**src/rtl/rv32i_pkg.sv**
```systemverilog
// Shared types and encodings for the RV32I hazard controller.
// Optional statistics counters are enabled with RV32I_HAZ_STATS_EN.
package rv32i_pkg;

    localparam int unsigned REG_W  = 5;
    localparam int unsigned CNT_W  = 8;
    localparam int unsigned STAT_W = 32;
    localparam int unsigned SEL_W  = 2;

    typedef enum logic [1:0] {
        IDLE = 2'd0,
        BUSY = 2'd1,
        DONE = 2'd2
    } mdState_t;

    localparam logic [1:0] RESULT_SRC_LOAD = 2'b01;

    localparam logic [SEL_W-1:0] FWD_RF = 2'b00;
    localparam logic [SEL_W-1:0] FWD_W  = 2'b01;
    localparam logic [SEL_W-1:0] FWD_M  = 2'b10;

endpackage

```
**src/rtl/rv32i_hazard_ctrl_if.sv**
```systemverilog
// Pipeline-to-hazard-controller signal bundle.
// StallCount/FlushCount exist only when RV32I_HAZ_STATS_EN is defined.
interface rv32i_hazard_ctrl_if;
    import rv32i_pkg::*;

    logic [REG_W-1:0] Rs1D, Rs2D;
    logic [REG_W-1:0] Rs1E, Rs2E, RdE;
    logic [REG_W-1:0] RdM, RdW;
    logic             RegWriteM, RegWriteW;
    logic [1:0]       ResultSrcE;
    logic             PCSrcE;
    logic             MulDivStartE;

    logic [SEL_W-1:0] ForwardAE, ForwardBE;
    logic             StallF, StallD, StallE;
    logic             FlushD, FlushE;
    logic             BubbleM;
    logic             MdBusy, MdValid;
`ifdef RV32I_HAZ_STATS_EN
    logic [STAT_W-1:0] StallCount, FlushCount;
`endif

    // Pipeline side: drives register ids and control, receives hazard controls
    modport master (
        output Rs1D, Rs2D, Rs1E, Rs2E, RdE, RdM, RdW,
        output RegWriteM, RegWriteW, ResultSrcE, PCSrcE, MulDivStartE,
        input  ForwardAE, ForwardBE, StallF, StallD, StallE,
        input  FlushD, FlushE, BubbleM, MdBusy, MdValid
`ifdef RV32I_HAZ_STATS_EN
        , input StallCount, FlushCount
`endif
    );

    // Controller side
    modport slave (
        input  Rs1D, Rs2D, Rs1E, Rs2E, RdE, RdM, RdW,
        input  RegWriteM, RegWriteW, ResultSrcE, PCSrcE, MulDivStartE,
        output ForwardAE, ForwardBE, StallF, StallD, StallE,
        output FlushD, FlushE, BubbleM, MdBusy, MdValid
`ifdef RV32I_HAZ_STATS_EN
        , output StallCount, FlushCount
`endif
    );

endinterface

```
**src/rtl/rv32i_fwd_sel.sv**
```systemverilog
// Forwarding select for one execute-stage operand; memory stage has priority.
module rv32i_fwd_sel
    import rv32i_pkg::*;
(
    input  logic [REG_W-1:0] rsE,
    input  logic [REG_W-1:0] rdM,
    input  logic             regWriteM,
    input  logic [REG_W-1:0] rdW,
    input  logic             regWriteW,
    output logic [SEL_W-1:0] fwdSel
);

    logic hitM;
    logic hitW;

    // x0 is hardwired zero, so it never forwards
    assign hitM = regWriteM && (rdM != '0) && (rdM == rsE);
    assign hitW = regWriteW && (rdW != '0) && (rdW == rsE);

    always_comb begin
        fwdSel = FWD_RF;
        if (hitM) begin
            fwdSel = FWD_M;
        end else if (hitW) begin
            fwdSel = FWD_W;
        end
    end

endmodule

```
**src/rtl/rv32i_hazard_ctrl.sv**
```systemverilog
// Hazard/forwarding controller with a multi-cycle mul/div sequencer.
// Define RV32I_HAZ_STATS_EN to add saturating stall/flush counters.
module rv32i_hazard_ctrl
    import rv32i_pkg::*;
#(
    parameter int unsigned MD_CYCLES = 32
)
(
    input logic              clk,
    input logic              rst,
    rv32i_hazard_ctrl_if.slave hz
);

    mdState_t         state;
    logic [CNT_W-1:0] count;
    logic             lwStall;
    logic             mdStall;
    logic             stallAny;
    logic             flushE;

    rv32i_fwd_sel uFwdA (
        .rsE       (hz.Rs1E),
        .rdM       (hz.RdM),
        .regWriteM (hz.RegWriteM),
        .rdW       (hz.RdW),
        .regWriteW (hz.RegWriteW),
        .fwdSel    (hz.ForwardAE)
    );

    rv32i_fwd_sel uFwdB (
        .rsE       (hz.Rs2E),
        .rdM       (hz.RdM),
        .regWriteM (hz.RegWriteM),
        .rdW       (hz.RdW),
        .regWriteW (hz.RegWriteW),
        .fwdSel    (hz.ForwardBE)
    );

    // Mul/div sequencer: start cycle, MD_CYCLES busy cycles, one done cycle
    always_ff @(posedge clk) begin
        if (!rst) begin
            state <= IDLE;
            count <= '0;
        end else begin
            case (state)
                IDLE: begin
                    if (hz.MulDivStartE) begin
                        state <= BUSY;
                        count <= CNT_W'(MD_CYCLES - 1);
                    end
                end
                BUSY: begin
                    if (count == '0) begin
                        state <= DONE;
                    end else begin
                        count <= count - CNT_W'(1);
                    end
                end
                DONE:    state <= IDLE;
                default: state <= IDLE;
            endcase
        end
    end

    assign lwStall = (hz.ResultSrcE == RESULT_SRC_LOAD) && (hz.RdE != '0) &&
                     ((hz.RdE == hz.Rs1D) || (hz.RdE == hz.Rs2D));
    assign mdStall = ((state == IDLE) && hz.MulDivStartE) || (state == BUSY);

    // The mul/div op owns execute, so nothing may flush around it
    assign stallAny = lwStall || mdStall;
    assign flushE   = (lwStall || hz.PCSrcE) && !mdStall;

    assign hz.StallF  = stallAny;
    assign hz.StallD  = stallAny;
    assign hz.StallE  = mdStall;
    assign hz.BubbleM = mdStall;
    assign hz.FlushD  = hz.PCSrcE && !mdStall;
    assign hz.FlushE  = flushE;
    assign hz.MdValid = (state == DONE);
    assign hz.MdBusy  = (state != IDLE);

`ifdef RV32I_HAZ_STATS_EN
    logic [STAT_W-1:0] stallCount;
    logic [STAT_W-1:0] flushCount;

    // Saturating event counters; flushes counted only when branch-caused
    always_ff @(posedge clk) begin
        if (!rst) begin
            stallCount <= '0;
            flushCount <= '0;
        end else begin
            if (stallAny && (stallCount != '1)) begin
                stallCount <= stallCount + STAT_W'(1);
            end
            if (flushE && hz.PCSrcE && (flushCount != '1)) begin
                flushCount <= flushCount + STAT_W'(1);
            end
        end
    end

    assign hz.StallCount = stallCount;
    assign hz.FlushCount = flushCount;
`endif

endmodule

```
**src/flat_wrapper.sv**
```systemverilog
// flat-port wrapper written by rule: the top's interface ports become plain ports
module rv32i_hazard_ctrl_flat import rv32i_pkg::*;
#(
    parameter int unsigned MD_CYCLES = 32
)
  (clk, rst, hz_Rs1D, hz_Rs2D, hz_Rs1E, hz_Rs2E, hz_RdE, hz_RdM, hz_RdW, hz_RegWriteM, hz_RegWriteW, hz_ResultSrcE, hz_PCSrcE, hz_MulDivStartE, hz_ForwardAE, hz_ForwardBE, hz_StallF, hz_StallD, hz_StallE, hz_FlushD, hz_FlushE, hz_BubbleM, hz_MdBusy, hz_MdValid);
  rv32i_hazard_ctrl_if hz_i ();
  input logic clk;
  input logic rst;
  input wire logic [$bits(hz_i.Rs1D)-1:0] hz_Rs1D;
  input wire logic [$bits(hz_i.Rs2D)-1:0] hz_Rs2D;
  input wire logic [$bits(hz_i.Rs1E)-1:0] hz_Rs1E;
  input wire logic [$bits(hz_i.Rs2E)-1:0] hz_Rs2E;
  input wire logic [$bits(hz_i.RdE)-1:0] hz_RdE;
  input wire logic [$bits(hz_i.RdM)-1:0] hz_RdM;
  input wire logic [$bits(hz_i.RdW)-1:0] hz_RdW;
  input wire logic [$bits(hz_i.RegWriteM)-1:0] hz_RegWriteM;
  input wire logic [$bits(hz_i.RegWriteW)-1:0] hz_RegWriteW;
  input wire logic [$bits(hz_i.ResultSrcE)-1:0] hz_ResultSrcE;
  input wire logic [$bits(hz_i.PCSrcE)-1:0] hz_PCSrcE;
  input wire logic [$bits(hz_i.MulDivStartE)-1:0] hz_MulDivStartE;
  output wire logic [$bits(hz_i.ForwardAE)-1:0] hz_ForwardAE;
  output wire logic [$bits(hz_i.ForwardBE)-1:0] hz_ForwardBE;
  output wire logic [$bits(hz_i.StallF)-1:0] hz_StallF;
  output wire logic [$bits(hz_i.StallD)-1:0] hz_StallD;
  output wire logic [$bits(hz_i.StallE)-1:0] hz_StallE;
  output wire logic [$bits(hz_i.FlushD)-1:0] hz_FlushD;
  output wire logic [$bits(hz_i.FlushE)-1:0] hz_FlushE;
  output wire logic [$bits(hz_i.BubbleM)-1:0] hz_BubbleM;
  output wire logic [$bits(hz_i.MdBusy)-1:0] hz_MdBusy;
  output wire logic [$bits(hz_i.MdValid)-1:0] hz_MdValid;
  assign hz_i.Rs1D = hz_Rs1D;
  assign hz_i.Rs2D = hz_Rs2D;
  assign hz_i.Rs1E = hz_Rs1E;
  assign hz_i.Rs2E = hz_Rs2E;
  assign hz_i.RdE = hz_RdE;
  assign hz_i.RdM = hz_RdM;
  assign hz_i.RdW = hz_RdW;
  assign hz_i.RegWriteM = hz_RegWriteM;
  assign hz_i.RegWriteW = hz_RegWriteW;
  assign hz_i.ResultSrcE = hz_ResultSrcE;
  assign hz_i.PCSrcE = hz_PCSrcE;
  assign hz_i.MulDivStartE = hz_MulDivStartE;
  assign hz_ForwardAE = hz_i.ForwardAE;
  assign hz_ForwardBE = hz_i.ForwardBE;
  assign hz_StallF = hz_i.StallF;
  assign hz_StallD = hz_i.StallD;
  assign hz_StallE = hz_i.StallE;
  assign hz_FlushD = hz_i.FlushD;
  assign hz_FlushE = hz_i.FlushE;
  assign hz_BubbleM = hz_i.BubbleM;
  assign hz_MdBusy = hz_i.MdBusy;
  assign hz_MdValid = hz_i.MdValid;
  rv32i_hazard_ctrl #(.MD_CYCLES(MD_CYCLES)) u_core (.clk(clk), .rst(rst), .hz(hz_i));
endmodule
```
**config.mk**
```make
export PLATFORM = sky130hd
export DESIGN_NAME = rv32i_hazard_ctrl_flat
export DESIGN_NICKNAME = d
export VERILOG_FILES = /design/src/rtl/rv32i_pkg.sv /design/src/rtl/rv32i_hazard_ctrl_if.sv /design/src/rtl/rv32i_fwd_sel.sv /design/src/rtl/rv32i_hazard_ctrl.sv /design/src/flat_wrapper.sv
export SDC_FILE = /design/constraint.sdc
export NUM_CORES = 1
export LEC_CHECK = 0
export ABC_AREA = 1
export CAP_MARGIN = 20
export CORE_ASPECT_RATIO = 0.8
export CORE_MARGIN = 2
export CORE_UTILIZATION = 43
export DETAILED_ROUTE_END_ITERATION = 10
export GPL_TIMING_DRIVEN = 0
export PLACE_DENSITY = 0.88
export SLEW_MARGIN = 5
export SYNTH_ARGS = -nofsm -noshare
export SYNTH_HDL_FRONTEND = slang
export SYNTH_SLANG_ARGS = --single-unit
```
**constraint.sdc**
```tcl
create_clock -name clk -period 2.8 [get_ports clk]
set_input_delay 0.28 -clock clk [delete_from_list [all_inputs] [get_ports clk]]
set_output_delay 0.28 -clock clk [all_outputs]
set_load 0.01 [all_outputs]
```
==> impl_metrics.ini, run 1 <==
[synthesis]
ys_seq_elements = 10
synthTopCellsByArea = dfxtp_1, xor2_1, xnor2_1
syn_area_sq_um = 1070
seq_area_frac_synth_pct = 18.7
synthesis.instances = 165
yosysTopAreaCell = dfxtp_1
avgSynthCellArea_sq_um = 6.50
ys_types = 21
syn_nets = 210
yosysWarnings = 0
synth_top_cell_area_share_pct = 18.7

[clock_network]
clock_path_buffers = 2
clock_sink_count = 10
postCtsHoldBufs = 0
clk_latency_ns = 0.26
path_clk_slew_ns = 0.06
h-tree-depth = 1
cts_buffers = 3
root_buffer = clkbuf_4
tritoncts = built
ctsResizeCount = 0
post_cts_buffers = 0

[power_and_ir_drop]
pwr-share-clk_pct = 12.7
ir_drop_v = 0.000355
net-switching-power_mw = 0.316
intPower_mw = 0.444
p_per_area_nw_per_um2 = 455
total_power_mw = 0.760
combinationalPowerShare_pct = 61.5
seqPwrFrac_pct = 25.8
power_switching_share_pct = 41.6
p_leak_nw = 0.707

[die]
dieArea_sq_um = 2910
core-area_sq_um = 2400
die_h_microns = 48.7
initial_core_util_pct = 44.6
placementRows = 16
die_w_microns = 59.8
io_pins = 55

[global_route]
antenna_found_initial = 0
grt_pass1_vias = 1113
overflow = 0
grt_max_degree = 10
grt_pass1_wl_mm = 4.95
grt_use_total_pct = 21.7

[sta]
slew_headroom_pct = 82.1
finalSetupViolCount = 0
fin_crit_sh_pct = 83.1
rsz0062_at_grt = false
hold_viol = 0
fin_tns_setup_ns = 0
worst_slew_pin_slew_ns = 0.266
slew_viol_final = 0
max_freq_mhz = 430
fin_worst_skew_ns = 0.00195
fin_crit_ns = 2.33

[finish]
areaGrowthSynthToFinish_pct = 55.7
drive_gt1_share_pct = 8.56
final_nets = 269
diodes = 0

[run]
max_cap_violations = 0

[min_path]
min_delay_path_depth = 2
hp-class = flip-flop to flip-flop

[detailed_routing]
initialDrtViolationCount = 52
postRouteAntennaNets = 0
vias = 1197
wl_mm = 2.92
wl_met1_mm = 1.25
avgRoutedWirePerCell_microns = 11.7
wl_met3_microns = 188
top_layer = met4
via_per_inst = 4.81
drcViolationCount = 0
dr.pass1.iters = 4
dr_wl_met2_mm = 1.42

[setup_path]
worstPathRequired_ns = 2.52
timing.rr.start = u_core.count[0]
reg2reg_depth = 8
crit_end = hz_ForwardAE[1]
r2r_end = u_core.count[7]
critical_path_arrival_ns = 2.05
crit_path_max_incr_delay_ns = 0.55
critPathMaxFanout = 3
crit_slowest_cell = clkdlybuf4s50_1
crit_path_start = hz_RdM[3]
crit_type = input pin to primary output
end_kind = primary output
cp_common_cell = clkdlybuf4s50_1
rrSetupSlack_ns = 1.42
cp_cell_sequence = clkdlybuf4s50_1, nor2_1, nand2_1, o21ai_0, nor3_1, buf_4, clkdlybuf4s50_1
crit_path_start_kind = input pin

[status]
status = complete, no violations

[place]
port_buffers = 54
dp_hpwl_mm = 2.50
gp_congestion = 0.869
## placed cells by master, fill, tap and decap left out, types with 2 or more instances in the layout
master	synthesis	layout
nor3_1	6	6
ha_1	2	2
nand2_1	24	24
clkbuf_4	0	3
a21oi_1	5	5
clkdlybuf4s50_1	0	54
inv_1	18	18
nand3_1	10	10
xor2_1	18	18
nand4_1	4	4
nand2_2	6	6
nor2_1	29	29
xnor2_1	14	14
inv_2	2	2
dfxtp_1	10	10
buf_4	4	4
o21ai_0	7	7
## synth_stat cells (all sizes together)
| master | instances |
|---|---|
| a21oi | 5 |
| buf | 4 |
| dfxtp | 10 |
| ha | 2 |
| inv | 20 |
| nand2 | 31 |
| nand3 | 10 |
| nand3b | 1 |
| nand4 | 4 |
| nor2 | 31 |
| nor3 | 6 |
| nor3b | 1 |
| o21ai | 8 |
| xnor2 | 14 |
| xor2 | 18 |
## power by group through the flow
stage               clock network, mW  logic [mW]  registers (mW)
CTS                             0.101       0.467           0.196
global placement                    0       0.455           0.198
floorplan                           0       0.289           0.193
detailed placement                  0       0.463           0.199
finish                         0.0962       0.468           0.196
global route                    0.106       0.519           0.201
## stage by stage
stage	hold slack (ns)	cell area, sq um	setup WS, ns	util (%)	cells
after floorplan	0.405	1070	1.48	-	165
after global placement	0.495	1650	0.520	68.5	246
after detailed placement	0.501	1650	0.467	68.5	246
after CTS	0.511	1670	0.464	69.5	249
after global routing	0.537	1670	0.351	69.5	249
final	0.512	1670	0.474	69.5	249
## routing by layer
metal | global-route usage, % | up-vias
met4 | 4.81 | 0
met1 | 28.2 | 503
met3 | 4.81 | 8
li1 | - | 636
met5 | 0 | -
met2 | 36.2 | 50
## area by class of cell
type                    instances  area, sq um
multi-input cells             131          767
fillers                       216          733
repair buffers                 54          541
flip-flops and latches         10          200
inverters                      20         75.1
well taps                      27         33.8
plain buffers                   4         30.0
clock buffers                   3         22.5
## state kept, by name, summed over array words and instances (netlist names)
| name | cells |
|---|---|
| u_core.state | 2 |
| u_core.count | 8 |
## how the worst min path moves through the flow
stage	to	from
6_report	u_core.count[3]	u_core.count[3]
3_3_place_gp	u_core.count[4]	u_core.count[4]
2_1_floorplan	u_core.count[5]	rst
3_5_place_dp	u_core.count[4]	u_core.count[4]
4_1_cts	u_core.count[4]	u_core.count[4]
5_1_grt	u_core.count[3]	u_core.count[3]
## worst max-delay path, delay by kind of cell
family	cells	cell delay (ns)
buf+inv	3	1.25
compound gates	1	0.10
simple gates	3	0.42
## logic make-up (layout without fill, tap and decap cells)
| family | after synthesis | in the layout | synth area share [%] |
|---|---|---|---|
| XOR/XNOR | 32 | 32 | 26.1 |
| buffers and inverters | 24 | 81 | 9.80 |
| AO/OA/AOI/OAI | 13 | 13 | 6.07 |
| flip-flops | 10 | 10 | 18.7 |
| adder cells (fa/ha/maj) | 2 | 2 | 2.33 |
| AND/OR/NAND/NOR | 84 | 84 | 37.0 |
No activity file was read; power rests on OpenSTA's default activity.
==> run 2, diff against run 1 <==
--- a/config.mk
+++ b/config.mk
@@ -9,10 +9,10 @@
 export CAP_MARGIN = 20
 export CORE_ASPECT_RATIO = 0.8
 export CORE_MARGIN = 2
-export CORE_UTILIZATION = 43
+export CORE_UTILIZATION = 40
 export DETAILED_ROUTE_END_ITERATION = 10
 export GPL_TIMING_DRIVEN = 0
-export PLACE_DENSITY = 0.88
+export PLACE_DENSITY = 0.83
 export SLEW_MARGIN = 5
 export SYNTH_ARGS = -nofsm -noshare
 export SYNTH_HDL_FRONTEND = slang
==> constraint.sdc (replaced) <==
create_clock -name clk -period 2.3 [get_ports clk]
set_input_delay 0.23 -clock clk [delete_from_list [all_inputs] [get_ports clk]]
set_output_delay 0.23 -clock clk [all_outputs]
set_load 0.01 [all_outputs]
==> run 2 against run 1 <==
Sequential share of layout area down 0.18 points. Largest power group unchanged. Highest routed layer unchanged. Count of clock-buffer cells in the layout up 1. Critical path depth unchanged. Register-to-register slack worse by 0.51 ns. Via count down 1.4%. Critical path type unchanged. Die area up 6.9%. Critical endpoint unchanged.
==> impl_metrics.ini, run 2 (synthesized netlist as in run 1, its figures left out) <==
[clock_network]
tritoncts = built
cts_buffers = 3
clock_sink_count = 10
path_clk_slew_ns = 0.07
postCtsHoldBufs = 0
clk_latency_ns = 0.28
clock_path_buffers = 2
h-tree-depth = 1
post_cts_buffers = 0
root_buffer = clkbuf_4

[finish]
top_regs = u_core.count: 8 flops, u_core.state: 2 flops
areaGrowthSynthToFinish_pct = 58.0
final-instance-count-excl-fill = 259
final_nets = 269
nFillCells = 232
seqCellArea_sq_um = 200
mostFrequentLayoutCells = clkdlybuf4s50_1, nor2_1, nand2_1, inv_1, xor2_1
diodes = 0
largest_reg_flops = 8
drive_gt1_share_pct = 8.97
largest-register = u_core.count
multiInputGateArea_sq_um = 767
final_common_cell = clkdlybuf4s50_1

[die]
initial_core_util_pct = 42.8
dieArea_sq_um = 3110
placementRows = 16
io_pins = 55
core-area_sq_um = 2500
die_w_microns = 61.9
die_h_microns = 50.3

[detailed_routing]
initialDrtViolationCount = 35
avgRoutedWirePerCell_microns = 11.4
top_layer = met4
drcViolationCount = 0
wl_met1_mm = 1.33
vias = 1180
wl_met3_microns = 146
postRouteAntennaNets = 0
wl_mm = 2.95
dr_wl_met2_mm = 1.43
dr.pass1.iters = 4
via_per_inst = 4.56

[global_route]
grt_pass1_vias = 1090
grt_use_total_pct = 21.3
grt_pass1_wl_mm = 4.93
overflow = 0
antenna_found_initial = 0
grt_max_degree = 10

[run]
max_cap_violations = 0

[min_path]
min-delay-start = u_core.count[4]
hold_path_end = u_core.count[4]
min_delay_path_depth = 2
hp-class = flip-flop to flip-flop

[setup_path]
worstPathRequired_ns = 2.07
timing.rr.start = u_core.count[0]
rrSetupSlack_ns = 0.91
crit_type = input pin to primary output
crit_path_start_kind = input pin
cp_common_cell = clkdlybuf4s50_1
r2r_end = u_core.count[5]
cp_cell_sequence = clkdlybuf4s50_1, nor2_1, nand2_1, o21ai_1, nor3_1, buf_4, clkdlybuf4s50_1
worst-path-buf-inv = 3
crit_path_max_incr_delay_ns = 0.55
crit_slowest_cell = clkdlybuf4s50_1
end_kind = primary output
reg2reg_depth = 10
crit_family = buffers and inverters
critical_path_arrival_ns = 1.93
critPathMaxFanout = 3

[sta]
slew_viol_final = 0
fin_worst_skew_ns = 0.000706
rsz0062_at_grt = false
max_freq_mhz = 463
fin_crit_ns = 2.16
timing.final.ws_setup_ns = 0.138
fin_crit_sh_pct = 94.0
finalSetupViolCount = 0
slew_headroom_pct = 82.4
hold_viol = 0
worst_slew_pin_slew_ns = 0.263
fin_tns_setup_ns = 0

[place]
dp_hpwl_mm = 2.56
gp_congestion = 0.841
post-place-ws_ns = 0.107
port_buffers = 54
dp.cells = 255

[power_and_ir_drop]
ir_drop_v = 0.000522
p_leak_nw = 0.714
p_per_area_nw_per_um2 = 575

[status]
status = complete, no violations
-- run 2: what timing repair did --
item                                    in CTS  in global routing
gates resized for setup                      0                  1
endpoints found under the hold margin        0                  0
endpoints found under the setup margin       0                  3
-- run 2: cell type report --
| cell class | instances | area share (%) |
|---|---|---|
| tap | 36 | 2.66 |
| inverter | 20 | 4.43 |
| sequential | 10 | 11.8 |
| timing repair buffer | 54 | 31.9 |
| multi-input combinational | 131 | 45.3 |
| buffer | 4 | 1.77 |
| clock buffer | 4 | 2.14 |
-- run 2: worst reg2reg max path, cell delays in order (launching register included) --
cell     delay, ns
dfxtp_1       0.31
inv_1         0.13
ha_1          0.17
nor3b_4       0.19
nand2_2       0.08
nand2_2       0.08
nand2_2       0.11
nand2_1       0.08
nand2_1       0.05
nand2_1       0.06
nor2_1        0.04
-- run 2: worst max path at each step --
stage                           end  slack [ns]  depth (start not counted)            start
floorplan                 hz_StallF        1.03                          7  u_core.state[0]
global placement    hz_ForwardAE[1]        0.11                          7        hz_RdM[3]
detailed placement  hz_ForwardAE[1]        0.11                          7        hz_RdM[1]
CTS                 hz_ForwardAE[1]        0.10                          7        hz_RdM[1]
global route        hz_ForwardBE[1]        0.01                          7        hz_RdM[1]
finish              hz_ForwardAE[1]        0.14                          7        hz_RdM[1]
-- run 2: through the flow --
stage / total power [mW] / instance area [sq um] / hold slack, ns / util, %
finish: 0.974 / 1690 / 0.518 / 67.7
detailed placement: 0.810 / 1660 / 0.499 / 66.3
global placement: 0.798 / 1660 / 0.496 / 66.3
global route: 1.06 / 1690 / 0.532 / 67.7
floorplan: 0.587 / 1070 / 0.355 / -
CTS: 0.977 / 1690 / 0.518 / 67.7
-- run 2: per-layer routing --
metal | vias to the layer above | GRT usage [%]
li1 | 631 | -
met1 | 509 | 27.1
met2 | 33 | 34.7
met3 | 7 | 5.67
met4 | 0 | 6.03
met5 | - | 0
-- run 2: report_power, final --
part / total (mW) / switching (mW) / leakage [nW] / internal [mW]
sequential: 0.239 / 0.0320 / 0.0824 / 0.207
combinational: 0.568 / 0.296 / 0.611 / 0.273
clock: 0.166 / 0.0699 / 0.0210 / 0.0965
total: 0.974 / 0.398 / 0.714 / 0.576
